===== src/rtl/i2c_reg_target_if.sv =====
// Bus-side signals of the I2C register target: the pad-level SCL/SDA
// pair, the register write strobe and the register read port.
interface i2c_reg_target_if;
    logic       iSCL;
    logic       iSDA;
    logic       oSDA_OE;
    logic       oWR_EN;
    logic [7:0] oWR_ADDR;
    logic [7:0] oWR_DATA;
    logic [7:0] oRD_ADDR;
    logic [7:0] iRD_DATA;
    logic       oBUSY;

    // The target block sees the bus and the register file from this side.
    modport slave (
        input  iSCL,
        input  iSDA,
        input  iRD_DATA,
        output oSDA_OE,
        output oWR_EN,
        output oWR_ADDR,
        output oWR_DATA,
        output oRD_ADDR,
        output oBUSY
    );

    // The environment (bus master plus register file) drives from this side.
    modport master (
        output iSCL,
        output iSDA,
        output iRD_DATA,
        input  oSDA_OE,
        input  oWR_EN,
        input  oWR_ADDR,
        input  oWR_DATA,
        input  oRD_ADDR,
        input  oBUSY
    );
endinterface


===== src/rtl/i2c_reg_target.sv =====
// I2C register target: oversamples SCL/SDA on the system clock, acknowledges
// its own 7-bit address, keeps an auto-incrementing register pointer, turns
// every received data byte into a one-cycle write strobe and serves read
// transfers from an external register read port. It never stretches SCL.
module i2c_reg_target #(
    parameter logic [6:0] DEV_ADDR    = 7'h10,
    parameter int         SYNC_STAGES = 2
) (
    input logic                iCLK,
    input logic                iRST_N,
    i2c_reg_target_if.slave    bus
);

    // Fewer than two metastability flops is never safe, so clamp the depth.
    localparam int SyncDepth = (SYNC_STAGES < 2) ? 2 : SYNC_STAGES;

    typedef enum logic [3:0] {
        IDLE,
        ADDR,
        ADDR_ACK,
        SUB,
        SUB_ACK,
        WDATA,
        WDATA_ACK,
        RDATA,
        RD_MACK
    } state_t;

    logic [SyncDepth-1:0] sclSync_q;
    logic [SyncDepth-1:0] sdaSync_q;
    logic                 sclHist_q;
    logic                 sdaHist_q;

    state_t     state_q;
    logic       sdaOe_q;
    logic       wrEn_q;
    logic [7:0] wrAddr_q;
    logic [7:0] wrData_q;
    logic       busy_q;
    logic [7:0] ptr_q;
    logic [7:0] shift_q;
    logic [2:0] bitCnt_q;
    logic       byteFull_q;
    logic       loadPend_q;
    logic       firstPend_q;

    logic       sclS;
    logic       sdaS;
    logic       sclRise;
    logic       sclFall;
    logic       startDet;
    logic       stopDet;
    logic [7:0] shiftIn_d;
    logic [2:0] bitCnt_d;
    logic [7:0] ptrInc_d;
    logic       addrMatch_d;

    // Synchronise the bus lines and keep one history sample for edge detection.
    always_ff @(posedge iCLK) begin
        if (!iRST_N) begin
            sclSync_q <= '1;
            sdaSync_q <= '1;
            sclHist_q <= 1'b1;
            sdaHist_q <= 1'b1;
        end else begin
            sclSync_q <= {sclSync_q[SyncDepth-2:0], bus.iSCL};
            sdaSync_q <= {sdaSync_q[SyncDepth-2:0], bus.iSDA};
            sclHist_q <= sclSync_q[SyncDepth-1];
            sdaHist_q <= sdaSync_q[SyncDepth-1];
        end
    end

    assign sclS     = sclSync_q[SyncDepth-1];
    assign sdaS     = sdaSync_q[SyncDepth-1];
    assign sclRise  = sclS & ~sclHist_q;
    assign sclFall  = ~sclS & sclHist_q;
    assign startDet = sclS & sclHist_q & sdaHist_q & ~sdaS;
    assign stopDet  = sclS & sclHist_q & ~sdaHist_q & sdaS;

    assign shiftIn_d   = {shift_q[6:0], sdaS};
    assign bitCnt_d    = bitCnt_q + 3'd1;
    assign ptrInc_d    = ptr_q + 8'd1;
    assign addrMatch_d = (shift_q[7:1] == DEV_ADDR);

    // Protocol state machine; every bus-visible output is a register set here.
    always_ff @(posedge iCLK) begin
        if (!iRST_N) begin
            state_q     <= IDLE;
            sdaOe_q     <= 1'b0;
            wrEn_q      <= 1'b0;
            wrAddr_q    <= 8'h00;
            wrData_q    <= 8'h00;
            busy_q      <= 1'b0;
            ptr_q       <= 8'h00;
            shift_q     <= 8'h00;
            bitCnt_q    <= 3'd0;
            byteFull_q  <= 1'b0;
            loadPend_q  <= 1'b0;
            firstPend_q <= 1'b0;
        end else begin
            wrEn_q <= 1'b0;

            // The pointer steps past a written register the cycle after its strobe.
            if (wrEn_q) begin
                ptr_q <= ptrInc_d;
            end

            if (startDet) begin
                state_q     <= ADDR;
                sdaOe_q     <= 1'b0;
                busy_q      <= 1'b0;
                bitCnt_q    <= 3'd0;
                byteFull_q  <= 1'b0;
                loadPend_q  <= 1'b0;
                firstPend_q <= 1'b0;
            end else if (stopDet) begin
                state_q     <= IDLE;
                sdaOe_q     <= 1'b0;
                busy_q      <= 1'b0;
                bitCnt_q    <= 3'd0;
                byteFull_q  <= 1'b0;
                loadPend_q  <= 1'b0;
                firstPend_q <= 1'b0;
            end else begin
                case (state_q)
                    IDLE: begin
                        sdaOe_q <= 1'b0;
                    end

                    ADDR, SUB, WDATA: begin
                        if (sclRise && !byteFull_q) begin
                            shift_q  <= shiftIn_d;
                            bitCnt_q <= bitCnt_d;
                            if (bitCnt_q == 3'd7) begin
                                byteFull_q <= 1'b1;
                            end
                        end else if (sclFall && byteFull_q) begin
                            byteFull_q <= 1'b0;
                            bitCnt_q   <= 3'd0;
                            if (state_q == ADDR) begin
                                if (addrMatch_d) begin
                                    busy_q  <= 1'b1;
                                    sdaOe_q <= 1'b1;
                                    state_q <= ADDR_ACK;
                                end else begin
                                    state_q <= IDLE;
                                end
                            end else if (state_q == SUB) begin
                                ptr_q   <= shift_q;
                                sdaOe_q <= 1'b1;
                                state_q <= SUB_ACK;
                            end else begin
                                wrEn_q   <= 1'b1;
                                wrAddr_q <= ptr_q;
                                wrData_q <= shift_q;
                                sdaOe_q  <= 1'b1;
                                state_q  <= WDATA_ACK;
                            end
                        end
                    end

                    ADDR_ACK: begin
                        // The ACK-ending fall of a read is also where bit 7 goes out.
                        if (sclFall) begin
                            bitCnt_q <= 3'd0;
                            if (shift_q[0]) begin
                                shift_q     <= bus.iRD_DATA;
                                sdaOe_q     <= ~bus.iRD_DATA[7];
                                firstPend_q <= 1'b0;
                                state_q     <= RDATA;
                            end else begin
                                sdaOe_q <= 1'b0;
                                state_q <= SUB;
                            end
                        end
                    end

                    SUB_ACK, WDATA_ACK: begin
                        if (sclFall) begin
                            sdaOe_q  <= 1'b0;
                            bitCnt_q <= 3'd0;
                            state_q  <= WDATA;
                        end
                    end

                    RDATA: begin
                        if (loadPend_q) begin
                            shift_q     <= bus.iRD_DATA;
                            loadPend_q  <= 1'b0;
                            firstPend_q <= 1'b1;
                        end else if (sclFall) begin
                            if (firstPend_q) begin
                                sdaOe_q     <= ~shift_q[7];
                                firstPend_q <= 1'b0;
                            end else if (bitCnt_q == 3'd7) begin
                                sdaOe_q <= 1'b0;
                                state_q <= RD_MACK;
                            end else begin
                                sdaOe_q  <= ~shift_q[6];
                                shift_q  <= {shift_q[6:0], 1'b0};
                                bitCnt_q <= bitCnt_d;
                            end
                        end
                    end

                    RD_MACK: begin
                        // The pointer moves past every byte handed out, ACKed or not.
                        if (sclRise) begin
                            ptr_q <= ptrInc_d;
                            if (!sdaS) begin
                                loadPend_q <= 1'b1;
                                bitCnt_q   <= 3'd0;
                                state_q    <= RDATA;
                            end else begin
                                state_q <= IDLE;
                            end
                        end
                    end

                    default: begin
                        state_q <= IDLE;
                        sdaOe_q <= 1'b0;
                    end
                endcase
            end
        end
    end

    assign bus.oSDA_OE  = sdaOe_q;
    assign bus.oWR_EN   = wrEn_q;
    assign bus.oWR_ADDR = wrAddr_q;
    assign bus.oWR_DATA = wrData_q;
    assign bus.oRD_ADDR = ptr_q;
    assign bus.oBUSY    = busy_q;

endmodule


===== src/flat_wrapper.sv =====
// flat-port wrapper written by rule: the top's interface ports become plain ports
module i2c_reg_target_flat 
#(
    parameter logic [6:0] DEV_ADDR    = 7'h10,
    parameter int         SYNC_STAGES = 2
)
  (iCLK, iRST_N, bus_iSCL, bus_iSDA, bus_iRD_DATA, bus_oSDA_OE, bus_oWR_EN, bus_oWR_ADDR, bus_oWR_DATA, bus_oRD_ADDR, bus_oBUSY);
  i2c_reg_target_if bus_i ();
  input logic iCLK;
  input logic iRST_N;
  input wire logic [$bits(bus_i.iSCL)-1:0] bus_iSCL;
  input wire logic [$bits(bus_i.iSDA)-1:0] bus_iSDA;
  input wire logic [$bits(bus_i.iRD_DATA)-1:0] bus_iRD_DATA;
  output wire logic [$bits(bus_i.oSDA_OE)-1:0] bus_oSDA_OE;
  output wire logic [$bits(bus_i.oWR_EN)-1:0] bus_oWR_EN;
  output wire logic [$bits(bus_i.oWR_ADDR)-1:0] bus_oWR_ADDR;
  output wire logic [$bits(bus_i.oWR_DATA)-1:0] bus_oWR_DATA;
  output wire logic [$bits(bus_i.oRD_ADDR)-1:0] bus_oRD_ADDR;
  output wire logic [$bits(bus_i.oBUSY)-1:0] bus_oBUSY;
  assign bus_i.iSCL = bus_iSCL;
  assign bus_i.iSDA = bus_iSDA;
  assign bus_i.iRD_DATA = bus_iRD_DATA;
  assign bus_oSDA_OE = bus_i.oSDA_OE;
  assign bus_oWR_EN = bus_i.oWR_EN;
  assign bus_oWR_ADDR = bus_i.oWR_ADDR;
  assign bus_oWR_DATA = bus_i.oWR_DATA;
  assign bus_oRD_ADDR = bus_i.oRD_ADDR;
  assign bus_oBUSY = bus_i.oBUSY;
  i2c_reg_target #(.DEV_ADDR(DEV_ADDR), .SYNC_STAGES(SYNC_STAGES)) u_core (.iCLK(iCLK), .iRST_N(iRST_N), .bus(bus_i));
endmodule

===== config.mk =====
export PLATFORM = sky130hd
export DESIGN_NAME = i2c_reg_target_flat
export DESIGN_NICKNAME = d
export VERILOG_FILES = /design/src/rtl/i2c_reg_target_if.sv /design/src/rtl/i2c_reg_target.sv /design/src/flat_wrapper.sv
export SDC_FILE = /design/constraint.sdc
export NUM_CORES = 1
export LEC_CHECK = 0
export BUFFER_PORTS_ARGS = -buffer_cell sky130_fd_sc_hd__buf_2
export CAP_MARGIN = 15
export CORE_MARGIN = 2
export CORE_UTILIZATION = 40
export CTS_CLUSTER_SIZE = 14
export DETAILED_ROUTE_END_ITERATION = 8
export GPL_TIMING_DRIVEN = 0
export PLACE_DENSITY = 0.64
export SETUP_SLACK_MARGIN = 0.4
export SLEW_MARGIN = 20
export SYNTH_ARGS = -nofsm -noshare
export SYNTH_HDL_FRONTEND = slang
export SYNTH_SLANG_ARGS = --single-unit

===== constraint.sdc =====
create_clock -name iCLK -period 4.5 [get_ports iCLK]
set_clock_uncertainty 0.2 [all_clocks]
set_input_delay 0.45 -clock iCLK [delete_from_list [all_inputs] [get_ports iCLK]]
set_output_delay 0.45 -clock iCLK [all_outputs]
set_load 0.02 [all_outputs]

==> results.ini <==
[power_and_ir_drop]
p_leak_nw = 1.39
pwr_density_cell_nw_per_um2 = 342
power_mw = 1.10
vdd_ir_drop_max_uv = 191
swShare = 0.351
intPower_mw = 0.712
p_seq_frac = 0.439
combPwrFrac = 0.299
p_sw_mw = 0.384
clockPowerShare = 0.262

[route]
viasPerCell = 5.80
wire_per_inst_um = 16.2
wirelength_um = 7570
drt_iter0_drc = 247
via_count = 2715
post-route-drc-count = 0
first_pass_iters = 7
detail-route-antenna-nets = 0

[clock_tree]
post_cts_buffers = 0
insertion_delay_ps = 310
ctsResizeCount = 0
clk_pin_slew_ps = 100
clock_path_buffers = 2
htree_levels = 2
cts_tree = done
cts_buffers = 5
cts-root-buf = clkbuf_8
hold_buffers = 0
clkSinkCount = 51

[floorplanning]
die_w_um = 87.6
start_util = 0.411
die_area_sq_um = 7670
core-area_sq_um = 6790
io_pins = 39
chipHeight_um = 87.6
rows = 30

[finish]
drive_gt1_frac = 0.169
area_growth_pct = 14.5
finalNetCount = 386
utilization = 0.471
n_fill_cell = 674
diodes = 0

[synth]
yosys.area_share.simple = 0.236
synth.mux.area_fraction = 0.0716
synth_common_cells = 51 x dfxtp_1, 40 x nor2_1, 26 x nand2_1
ys_seq_area_frac = 0.365
ys_types = 63
synth_edf_count = 0
synth_xor_xnor_area_share = 0.0439
synthAdderAreaFrac = 0.0170
yosysMostFrequentCell = dfxtp_1
syn_area_sq_um = 2800
synth_compound_area_frac = 0.215
postSynthAreaPerCell_sq_um = 8.57
synth_cells = 326
ys_async_sr_fraction = 0
ys_ff_latch = 51
syn-num-nets = 341
yosys.area.top_type = dfxtp_1
yosysTopAreaCellShare = 0.365
synth_top_family_by_area = simple AND/OR/NAND/NOR gates
synth_warnings = 0
synthFlopType = dfxtp_1
ys_top_cells_by_area = dfxtp_1 37%, mux2i_1 7.2%, nor2_1 5.4%

[sta]
finalCritPeriodShare = 0.564
drv_slew = 0
worst_pin_slew_ps = 1030
timing.hold.ws_ps = 116
relSlewSlack = 0.310
tns_ps = 0
period_minus_slack_ps = 2540
hold_violations = 0
rsz0062_at_grt = no
setup_viol = 0
fmax_ghz = 0.394

[grt]
antenna_found_initial = 0
globalRouteOverflowTotal = 0
grt_pass1_vias = 2403
grt_use_total = 0.205
grt_pass1_wl_um = 12500
grt_max_degree = 17

[worst_setup_path]
crit_path_end_kind = flop
critical_path_arrival_ps = 2570
r2r-start = u_core.state_q[2]$_SDFFE_PP0P_
crit_type = reg -> reg
crit_fanout = 10
worstSetupStartpointType = flop
worstPathRequired_ps = 4530
startpoint = u_core.state_q[2]$_SDFFE_PP0P_

[placed_design]
port_buffers = 38
dp_hpwl_um = 5310
gp_congestion = 0.889

[min_path]
min_path_type = in -> reg
holdCritStartpoint = bus_iSDA

[run]
maxCapViolCount = 0

[outcome]
status = finished clean

[power by group through the flow]
stage | clock network, mW | registers [mW] | logic, mW
6_report | 0.287 | 0.481 | 0.328
3_5_place_dp | 0 | 0.491 | 0.317
5_1_grt | 0.310 | 0.483 | 0.357
4_1_cts | 0.294 | 0.481 | 0.318
3_3_place_gp | 0 | 0.491 | 0.317
2_1_floorplan | 0 | 0.491 | 0.241
[area by class of cell]
cell class	count	area, sq um	share of cell area
Inverter	7	26.3	0.00821
Sequential cell	51	1020	0.319
Multi-Input combinational cell	245	1630	0.510
Tap cell	96	120	0.0375
Buffer	23	116	0.0363
Clock buffer	6	82.6	0.0258
Clock inverter	2	13.8	0.00430
Timing Repair Buffer	38	190	0.0594
[metrics by stage]
stage               worst slack (ps)  area [sq um]  cells
floorplan                       2410          2800    326
global placement                2020          3110    460
detailed placement              2000          3110    460
CTS                             2010          3200    468
global route                    1760          3200    468
finish                          1960          3200    468
[routing by layer]
metal / vias up / GRT usage / wire length (um)
met5: - / 0 / 0
met4: 0 / 0.0517 / 112
met3: 16 / 0.0368 / 644
met2: 149 / 0.302 / 3320
met1: 1265 / 0.310 / 3500
li1: 1285 / - / -
[logic make-up after synthesis]
logic type,count (synthesis)
AND/OR/NAND/NOR,126
multiplexers,20
XOR/XNOR,14
buffers and inverters,30
adder cells (fa/ha/maj),4
flip-flops,51
AO/OA/AOI/OAI,81
[critical path, cell delays in order, from the launching register on]
cell and delay (ps):
dfxtp_1 310, buf_2 210, buf_1 420, nand3_1 270, a21oi_1 590, a22o_1 240, nand3_1 80, a21oi_1 140
[cell usage in the layout, fill, tap and decap left out, drive strengths merged, types with 5 or more instances in the layout]
master / Yosys / layout
dfxtp: 51 / 51
a41o: 6 / 6
mux2i: 20 / 20
clkbuf: 12 / 18
buf: 11 / 49
nand2b: 14 / 14
inv: 7 / 8
o21ai: 11 / 11
nand3: 13 / 13
nand2: 26 / 26
a222oi: 5 / 5
a22o: 8 / 8
xnor2: 12 / 12
nor2: 40 / 40
a21oi: 18 / 18
[state kept, by name, indices dropped and copies added, names as in the netlist, 2 cells and up]
register and count:
u_core.bus.oWR_DATA 8, u_core.sclSync_q 2, u_core.bitCnt_q 3, u_core.sdaSync_q 2, u_core.bus.oWR_ADDR 8, u_core.shift_q 8, u_core.state_q 4, u_core.bus.oRD_ADDR 8
[final timing paths]
check / to / slack, ps / cells after the start
max: u_core.shift_q[7]$_SDFFE_PN0P_ / 1960 / 7
min reg2reg: u_core.sdaSync_q[1]$_SDFF_PN1_ / 210 / 1
min: u_core.sdaSync_q[0]$_SDFF_PN1_ / 120 / 2
max reg2reg: u_core.shift_q[7]$_SDFFE_PN0P_ / 1960 / 7
(Power assumes the default switching activity.)
